`src/rtl/ascon_pack.sv`:
```
// Shared ASCON definitions: the 320-bit state type, round bookkeeping,
// the round-constant function and the permutation FSM encoding.
package ascon_pack;

    // Row r of the state is element [r]; row 0 is x0.
    typedef logic [4:0][63:0] type_state;

    localparam logic [3:0] ROUND_LAST = 4'd11;

    // Linear-layer rotation amounts for rows x0..x4.
    localparam int unsigned ROT_A [5] = '{19, 61, 1, 10, 7};
    localparam int unsigned ROT_B [5] = '{28, 39, 6, 17, 41};

    typedef enum logic [1:0] {
        ST_IDLE = 2'd0,
        ST_RUN  = 2'd1,
        ST_DONE = 2'd2
    } perm_fsm_t;

    function automatic logic [7:0] round_const(input logic [3:0] r);
        return {4'hF - r, r};
    endfunction

    function automatic logic [63:0] ror64(input logic [63:0] x, input int unsigned n);
        return (x >> n) | (x << (64 - n));
    endfunction

endpackage

```
`src/rtl/perm_engine_if.sv`:
```
// Start/result handshake between the mode FSM (master) and the permutation engine (slave).
interface perm_engine_if
    import ascon_pack::*;
();
    logic       start_i;
    logic       mode_i;
    type_state  state_i;
    logic       ready_o;
    logic       busy_o;
    logic [3:0] round_o;
    logic       valid_o;
    type_state  state_o;

    modport master (
        output start_i, mode_i, state_i,
        input  ready_o, busy_o, round_o, valid_o, state_o
    );

    modport slave (
        input  start_i, mode_i, state_i,
        output ready_o, busy_o, round_o, valid_o, state_o
    );
endinterface

```
`src/rtl/ascon_round.sv`:
```
// One combinational ASCON round: constant addition, bitsliced 5-bit S-box, linear diffusion.
module ascon_round
    import ascon_pack::*;
(
    input  type_state  state_i,
    input  logic [3:0] round_i,
    output type_state  state_o
);

    type_state sub_s;
    type_state chi_t;

    always_comb begin
        sub_s    = state_i;
        sub_s[2] = sub_s[2] ^ {56'd0, round_const(round_i)};

        sub_s[0] = sub_s[0] ^ sub_s[4];
        sub_s[4] = sub_s[4] ^ sub_s[3];
        sub_s[2] = sub_s[2] ^ sub_s[1];
        // Chi-like step: each row picks up (~row & next_row) of its neighbour.
        for (int i = 0; i < 5; i++) begin
            chi_t[i] = ~sub_s[i] & sub_s[(i + 1) % 5];
        end
        for (int i = 0; i < 5; i++) begin
            sub_s[i] = sub_s[i] ^ chi_t[(i + 1) % 5];
        end
        sub_s[1] = sub_s[1] ^ sub_s[0];
        sub_s[0] = sub_s[0] ^ sub_s[4];
        sub_s[3] = sub_s[3] ^ sub_s[2];
        sub_s[2] = ~sub_s[2];
    end

    genvar gi;
    generate
        for (gi = 0; gi < 5; gi++) begin : g_lin
            assign state_o[gi] = sub_s[gi]
                               ^ ror64(sub_s[gi], ROT_A[gi])
                               ^ ror64(sub_s[gi], ROT_B[gi]);
        end
    endgenerate

endmodule

```
`src/rtl/perm_engine.sv`:
```
// Iterative ASCON permutation: one round per clock over a 320-bit state register,
// running p^a (12 rounds) or p^b (PB_ROUNDS rounds) under a start/valid handshake.
module perm_engine
    import ascon_pack::*;
#(
    parameter int unsigned PB_ROUNDS = 6
) (
    input  logic          clock_i,
    input  logic          resetb_i,
    perm_engine_if.slave  bus
);

    localparam logic [3:0] START_B = 4'(12 - PB_ROUNDS);

    perm_fsm_t  fsm_q;
    type_state  state_q;
    type_state  state_d;
    logic [3:0] round_q;
    logic       ready_q;
    logic       busy_q;
    logic       valid_q;

    ascon_round u_round (
        .state_i (state_q),
        .round_i (round_q),
        .state_o (state_d)
    );

    always_ff @(posedge clock_i or negedge resetb_i) begin
        if (!resetb_i) begin
            fsm_q   <= ST_IDLE;
            state_q <= '0;
            round_q <= '0;
            ready_q <= 1'b1;
            busy_q  <= 1'b0;
            valid_q <= 1'b0;
        end else begin
            case (fsm_q)
                ST_IDLE, ST_DONE: begin
                    // DONE accepts a new start directly so back-to-back runs have no bubble.
                    if (bus.start_i) begin
                        state_q <= bus.state_i;
                        round_q <= bus.mode_i ? START_B : 4'd0;
                        fsm_q   <= ST_RUN;
                        ready_q <= 1'b0;
                        busy_q  <= 1'b1;
                    end else begin
                        fsm_q   <= ST_IDLE;
                        ready_q <= 1'b1;
                        busy_q  <= 1'b0;
                    end
                    valid_q <= 1'b0;
                end
                ST_RUN: begin
                    state_q <= state_d;
                    if (round_q == ROUND_LAST) begin
                        fsm_q   <= ST_DONE;
                        ready_q <= 1'b1;
                        busy_q  <= 1'b0;
                        valid_q <= 1'b1;
                    end else begin
                        round_q <= round_q + 4'd1;
                    end
                end
                default: begin
                    fsm_q   <= ST_IDLE;
                    ready_q <= 1'b1;
                    busy_q  <= 1'b0;
                    valid_q <= 1'b0;
                end
            endcase
        end
    end

    assign bus.ready_o = ready_q;
    assign bus.busy_o  = busy_q;
    assign bus.valid_o = valid_q;
    assign bus.round_o = round_q;
    assign bus.state_o = state_q;

endmodule

```
`src/flat_wrapper.sv`:
```
// flat-port wrapper written by rule: the top's interface ports become plain ports
module perm_engine_flat import ascon_pack::*;
#(
    parameter int unsigned PB_ROUNDS = 6
)
  (clock_i, resetb_i, bus_start_i, bus_mode_i, bus_state_i, bus_ready_o, bus_busy_o, bus_round_o, bus_valid_o, bus_state_o);
  perm_engine_if bus_i ();
  input  logic clock_i;
  input  logic resetb_i;
  input wire logic [$bits(bus_i.start_i)-1:0] bus_start_i;
  input wire logic [$bits(bus_i.mode_i)-1:0] bus_mode_i;
  input wire logic [$bits(bus_i.state_i)-1:0] bus_state_i;
  output wire logic [$bits(bus_i.ready_o)-1:0] bus_ready_o;
  output wire logic [$bits(bus_i.busy_o)-1:0] bus_busy_o;
  output wire logic [$bits(bus_i.round_o)-1:0] bus_round_o;
  output wire logic [$bits(bus_i.valid_o)-1:0] bus_valid_o;
  output wire logic [$bits(bus_i.state_o)-1:0] bus_state_o;
  assign bus_i.start_i = bus_start_i;
  assign bus_i.mode_i = bus_mode_i;
  assign bus_i.state_i = bus_state_i;
  assign bus_ready_o = bus_i.ready_o;
  assign bus_busy_o = bus_i.busy_o;
  assign bus_round_o = bus_i.round_o;
  assign bus_valid_o = bus_i.valid_o;
  assign bus_state_o = bus_i.state_o;
  perm_engine #(.PB_ROUNDS(PB_ROUNDS)) u_core (.clock_i(clock_i), .resetb_i(resetb_i), .bus(bus_i));
endmodule
```
`config.mk`:
```
export PLATFORM = sky130hd
export DESIGN_NAME = perm_engine_flat
export DESIGN_NICKNAME = d
export VERILOG_FILES = /design/src/rtl/ascon_pack.sv /design/src/rtl/perm_engine_if.sv /design/src/rtl/ascon_round.sv /design/src/rtl/perm_engine.sv /design/src/flat_wrapper.sv
export SDC_FILE = /design/constraint.sdc
export NUM_CORES = 2
export LEC_CHECK = 0
export CORE_ASPECT_RATIO = 1.4
export CORE_MARGIN = 1
export CORE_UTILIZATION = 48
export DETAILED_ROUTE_END_ITERATION = 6
export PLACE_DENSITY = 0.82
export SETUP_SLACK_MARGIN = 0.4
export SYNTH_ARGS = -nofsm -noshare
export SYNTH_HDL_FRONTEND = slang
export SYNTH_HIERARCHICAL = 1
export SYNTH_SLANG_ARGS = --single-unit
```
`constraint.sdc`:
```
create_clock -name clock_i -period 2.3 [get_ports clock_i]
set_clock_uncertainty 0.1 [all_clocks]
set_input_delay 0.46 -clock clock_i [delete_from_list [all_inputs] [get_ports clock_i]]
set_output_delay 0.46 -clock clock_i [all_outputs]
set_load 0.005 [all_outputs]
```
Word-level counts from Yosys, hierarchy flattened
Index checks and enable logic that the tools add are counted.

storage, ports and cells
  bits in registers = 329
  input port bits = 324
  output and inout bits = 327
  word-level logic and storage cells = 82

operators by class
  add/subtract/negate cells = 2
  equality and inequality tests = 6
  mux-type cells = 16
  bitwise operators = 43
  reductions and logical operators = 5

operators by type and width
  cell                                           count
  XOR 64 bit                                     21
  one-hot mux 320 bit (2 select lines)           1
  inverter 64 bit                                6
  bitwise AND 64 bit                             5
  two-way mux 320 bit                            1
  bitwise OR 23 x 64 -> 64 bit                   1
  bitwise OR 25 x 64 -> 64 bit                   1
  bitwise OR 3 x 64 -> 64 bit                    1
  bitwise OR 36 x 64 -> 64 bit                   1
  bitwise OR 45 x 64 -> 64 bit                   1
  bitwise OR 47 x 64 -> 64 bit                   1
  bitwise OR 54 x 64 -> 64 bit                   1
  bitwise OR 57 x 64 -> 64 bit                   1
  bitwise OR 58 x 64 -> 64 bit                   1
  bitwise OR 63 x 64 -> 64 bit                   1
  XOR 64 x 8 -> 64 bit                           1
  two-way mux 4 bit                              2
  one-hot mux 4 bit (2 select lines)             1
  two-way mux 1 bit                              6
  adder 4 x 1 -> 4 bit (second input constant)   1
  equality test 4 bit (second input constant)    1
  inequality test 2 bit (second input constant)  2
  one-hot mux 1 bit (2 select lines)             2
  one-hot mux 2 bit (2 select lines)             1
  other kinds (11)                               11

Depth between registers and ports, before layout
  depth after elaboration = 11
  mapped depth = 7
  depth with buffers taken out = 7

Modules after synthesis
Netlist, hierarchy kept.

by module, submodules not included
  module       instances  cells an instance  area each (µm²)  sequential area each (µm²)
  ascon_round  1          1597               15907.8          0.0
  perm_engine  1          1775               15105.7          8209.1

Worst setup path before layout
OpenSTA, ideal clock, no wires.

  kind = register to register
  from = register u_core.round_q[0], in the netlist u_core/bus.round_o[0]
  to = register u_core.state_q (netlist bit u_core/bus.state_o[192])
  setup time = 0.126 ns
  arrival = 2.036 ns
  required time = 2.074 ns
  slack = 0.038 ns
  stages on the path, launching flop included = 8
  buffers on the path = 0
  clock period less this slack = 2.262 ns
  path through = dfrtp_1 > xor2_1 > ha_1 > xnor2_1 > xnor2_1 > xnor3_1 > nand2_1 > a31oi_1

RTL lines
  what                    RTL line           source
  start, declared         perm_engine.sv:18  logic [3:0] round_q;
  start signal, assigned  perm_engine.sv:43  round_q <= bus.mode_i ? START_B : 4'd0;
  start signal, assigned  perm_engine.sv:62  round_q <= round_q + 4'd1;
  end signal, assigned    perm_engine.sv:42  state_q <= bus.state_i;
  end signal, assigned    perm_engine.sv:55  state_q <= state_d;
  end, declared           perm_engine.sv:16  type_state state_q;

==> results_dict.tcl <==
set metrics [dict create \
    synth_area_leaders "dfrtp_1 26%, xnor3_1 16%, xnor2_1 14%" \
    core.rowCount 109 \
    pre_cts_ws_ns -0.251 \
    track_usage_pct 51.2 \
    grt_pass1_wl_microns 235000 \
    fp.coreArea_sq_um 63600 \
    synthesis.nets 3825 \
    cts.sink_count 328 \
    grt_pass1_vias 33443 \
    regArea_sq_um 8370 \
    ys_ff_latch 328 \
    gpl.final_weighted_congestion 1.13 \
    wl_per_cell_microns 32.7 \
    die_area_sq_um 65600 \
    critPathLaunchType "flip-flop" \
    worstPathArrival_ns 2.91 \
    grt_setup_unrepaired "yes" \
    die_x_microns 217 \
    clk_latency_ns 0.60 \
    detail-route-antenna-nets 0 \
    violations "design-rule violations, negative setup slack" \
    grt-busiest-layer "met2" \
    final_hold_viol_count 0 \
    via_count 35635 \
    avgSynthCellArea_sq_um 9.20 \
    num-nets-final 5298 \
    cts_buffers 39 \
    syn-cell-area_sq_um 31000 \
    crit_fanout 5 \
    die_y_microns 303 \
    dp_hpwl_microns 135000 \
    use_met2_pct 80.7 \
    multi_input_area_sq_um 26800 \
    routed_via_density 6.24 \
    cap_viol_max_count 0 \
    fillCellCount 3296 \
    pin_count 651 \
    seq_area_frac_synth_pct 26.5 \
    timing.final.crit_share_pct 110 \
    grt_max_degree 58 \
    synth_top_area_share_pct 26.4 \
    start_util_pct 48.8 \
    drive_gt1_share_pct 38.1 \
    drtPass1Iterations 7 \
    wl_microns 187000 \
    status "complete, but fails checks" \
    layout_min_cycle_time_ns 2.53 \
    drtIter0Drc 4731 \
    antenna_found_initial 5 \
    grt_use_met1_pct 56.3 \
    worst_setup_path_end_kind "flip-flop" \
    cts.htree.levels 2 \
    criticalPathCategory "reg -> reg" \
    drc 1 \
    fin_setup_tns_ns -1.37 \
    setup_ws_ns -0.233 \
    hp-class "in -> async" \
    worst_pin_slew_ns 0.797 \
    io_buffers 650 \
    met3_usage_pct 11.8 \
    synthDistinctLibCells 35 \
    cts_tree "built" \
    synthCells 3372 \
    yosysWarnings 6 \
    grt_overflow_total 0 \
    report.final.slew_viol_count 0 \
    clk_pin_slew_worst_paths_ns 0.07 \
    worstPathRequired_ns 2.68 \
    cts_root_buf "clkbuf_16" \
    clock_path_buffers 3 \
    fmax_ghz 0.395 \
    whs_ns 0.264 \
    syn_to_final_growth_pct 72.2 \
    max-slew-margin-rel_pct 46.7 \
    synth_top_area_cell "dfrtp_1" \
    setup_viol 25 \
]
[synth_stat cells]
master and n:
and2b_1 1, dfstp_2 1, nand3b_1 1, xnor2_2 52, xor2_1 105, xor2_2 6
mux2_2 1, clkbuf_1 5, maj3_2 2, o21a_1 1, buf_6 62, nor2b_1 1
ha_1 129, maj3_1 10, mux2_4 1, nand2_1 843, a21o_1 1, and3_1 1
nor2_1 411, mux2i_1 6, o21ai_0 35, xnor2_1 491, a21oi_1 78, xnor3_1 225
xor3_1 31, dfrtp_1 327, inv_1 141, nand3_1 2, a31oi_1 320, or2_2 1
buf_4 6, nand2b_1 2, a221oi_2 1, o22ai_1 1, buf_2 71
[final cells by class]
cell class,instances,area share [%]
diodes,2,0.00937
clock buffers,53,2.08
clock inverters,17,0.455
inverters,141,0.991
multi-input cells,2759,50.1
flip-flops and latches,328,15.7
well taps,832,1.95
repair buffers,1576,28.7
[kinds of logic after synthesis]
family / count (synthesis) / synth area share [%]
AND/OR/NAND/NOR: 1263 / 15.4
XOR/XNOR: 910 / 38.6
AO/OA/AOI/OAI: 437 / 8.40
flip-flops: 328 / 26.5
buffers and inverters: 285 / 5.31
adder cells (fa/ha/maj): 141 / 5.60
multiplexers: 8 / 0.278
[sequential cells by signal, indices dropped and copies added (netlist names)]
register	flops
u_core/fsm_q	1
u_core/bus.round_o	4
u_core/bus.busy_o	1
u_core/bus.valid_o	1
u_core/bus.state_o	320
u_core/bus.ready_o	1
[critical path: stages (launching register included)]
cell and delay, ns:
dfrtp_2 0.57, buf_6 0.15, buf_6 0.12, nand2_1 0.09, a21oi_1 0.31, xnor2_2 0.13
buf_12 0.16, xnor3_1 0.36, nand2_1 0.11, a31oi_1 0.31
[final timing paths]
| path | slack, ns | cells after the start | from | end |
|---|---|---|---|---|
| max | -0.23 | 9 | u_core/bus.state_o[236] | u_core/bus.state_o[236] |
| min | 0.26 | 2 | resetb_i | u_core/bus.state_o[151] |
| max reg2reg | -0.23 | 9 | u_core/bus.state_o[236] | u_core/bus.state_o[236] |
| min reg2reg | 0.43 | 2 | u_core/bus.busy_o | u_core/bus.busy_o |
| max in group asynchronous | 1.02 | 3 | resetb_i | u_core/bus.state_o[300] |
| min in group clock_i | 0.34 | 3 | bus_state_i[280] | u_core/bus.state_o[280] |
[timing repair]
action,4_1_cts,5_1_grt
endpoints found under the hold margin,26,0
setup buffers,100,124
hold buffers,1,0
pin swaps,112,218
resized for setup,409,627
endpoints found under the setup margin,630,637
[per-stage QoR]
| stage | util (%) | std cells | instance area (sq um) |
|---|---|---|---|
| floorplan | - | 3372 | 33700 |
| global placement | 72.8 | 5411 | 46300 |
| detailed placement | 72.8 | 5411 | 46300 |
| CTS | 78.4 | 5582 | 49800 |
| global route | 84.0 | 5706 | 53400 |
| finish | 84.0 | 5708 | 53400 |
[layout by cell type (no fill, tap or decap), types with 32 or more instances in the layout]
cell type	n
buf_12	80
nor2_1	410
clkdlybuf4s50_1	497
buf_6	195
nand2_1	776
dfrtp_1	199
dlymetal6s2s_1	100
dfrtp_2	128
buf_4	658
xnor2_2	232
inv_1	83
xnor2_4	100
clkbuf_16	41
inv_2	58
a21oi_1	69
nand2_2	60
ha_4	114
xnor2_1	211
a31oi_1	310
xnor3_1	196
xor2_1	65
o21ai_0	32
[metal layers]
layer / vias up / wire length, microns
li1: 14064 / -
met1: 17114 / 57600
met2: 3209 / 82000
met3: 1244 / 22400
met4: 4 / 24500
met5: - / 74
Power is not shown: default switching activity piles up to over one toggle a cycle in this logic, so the estimate is an artifact.
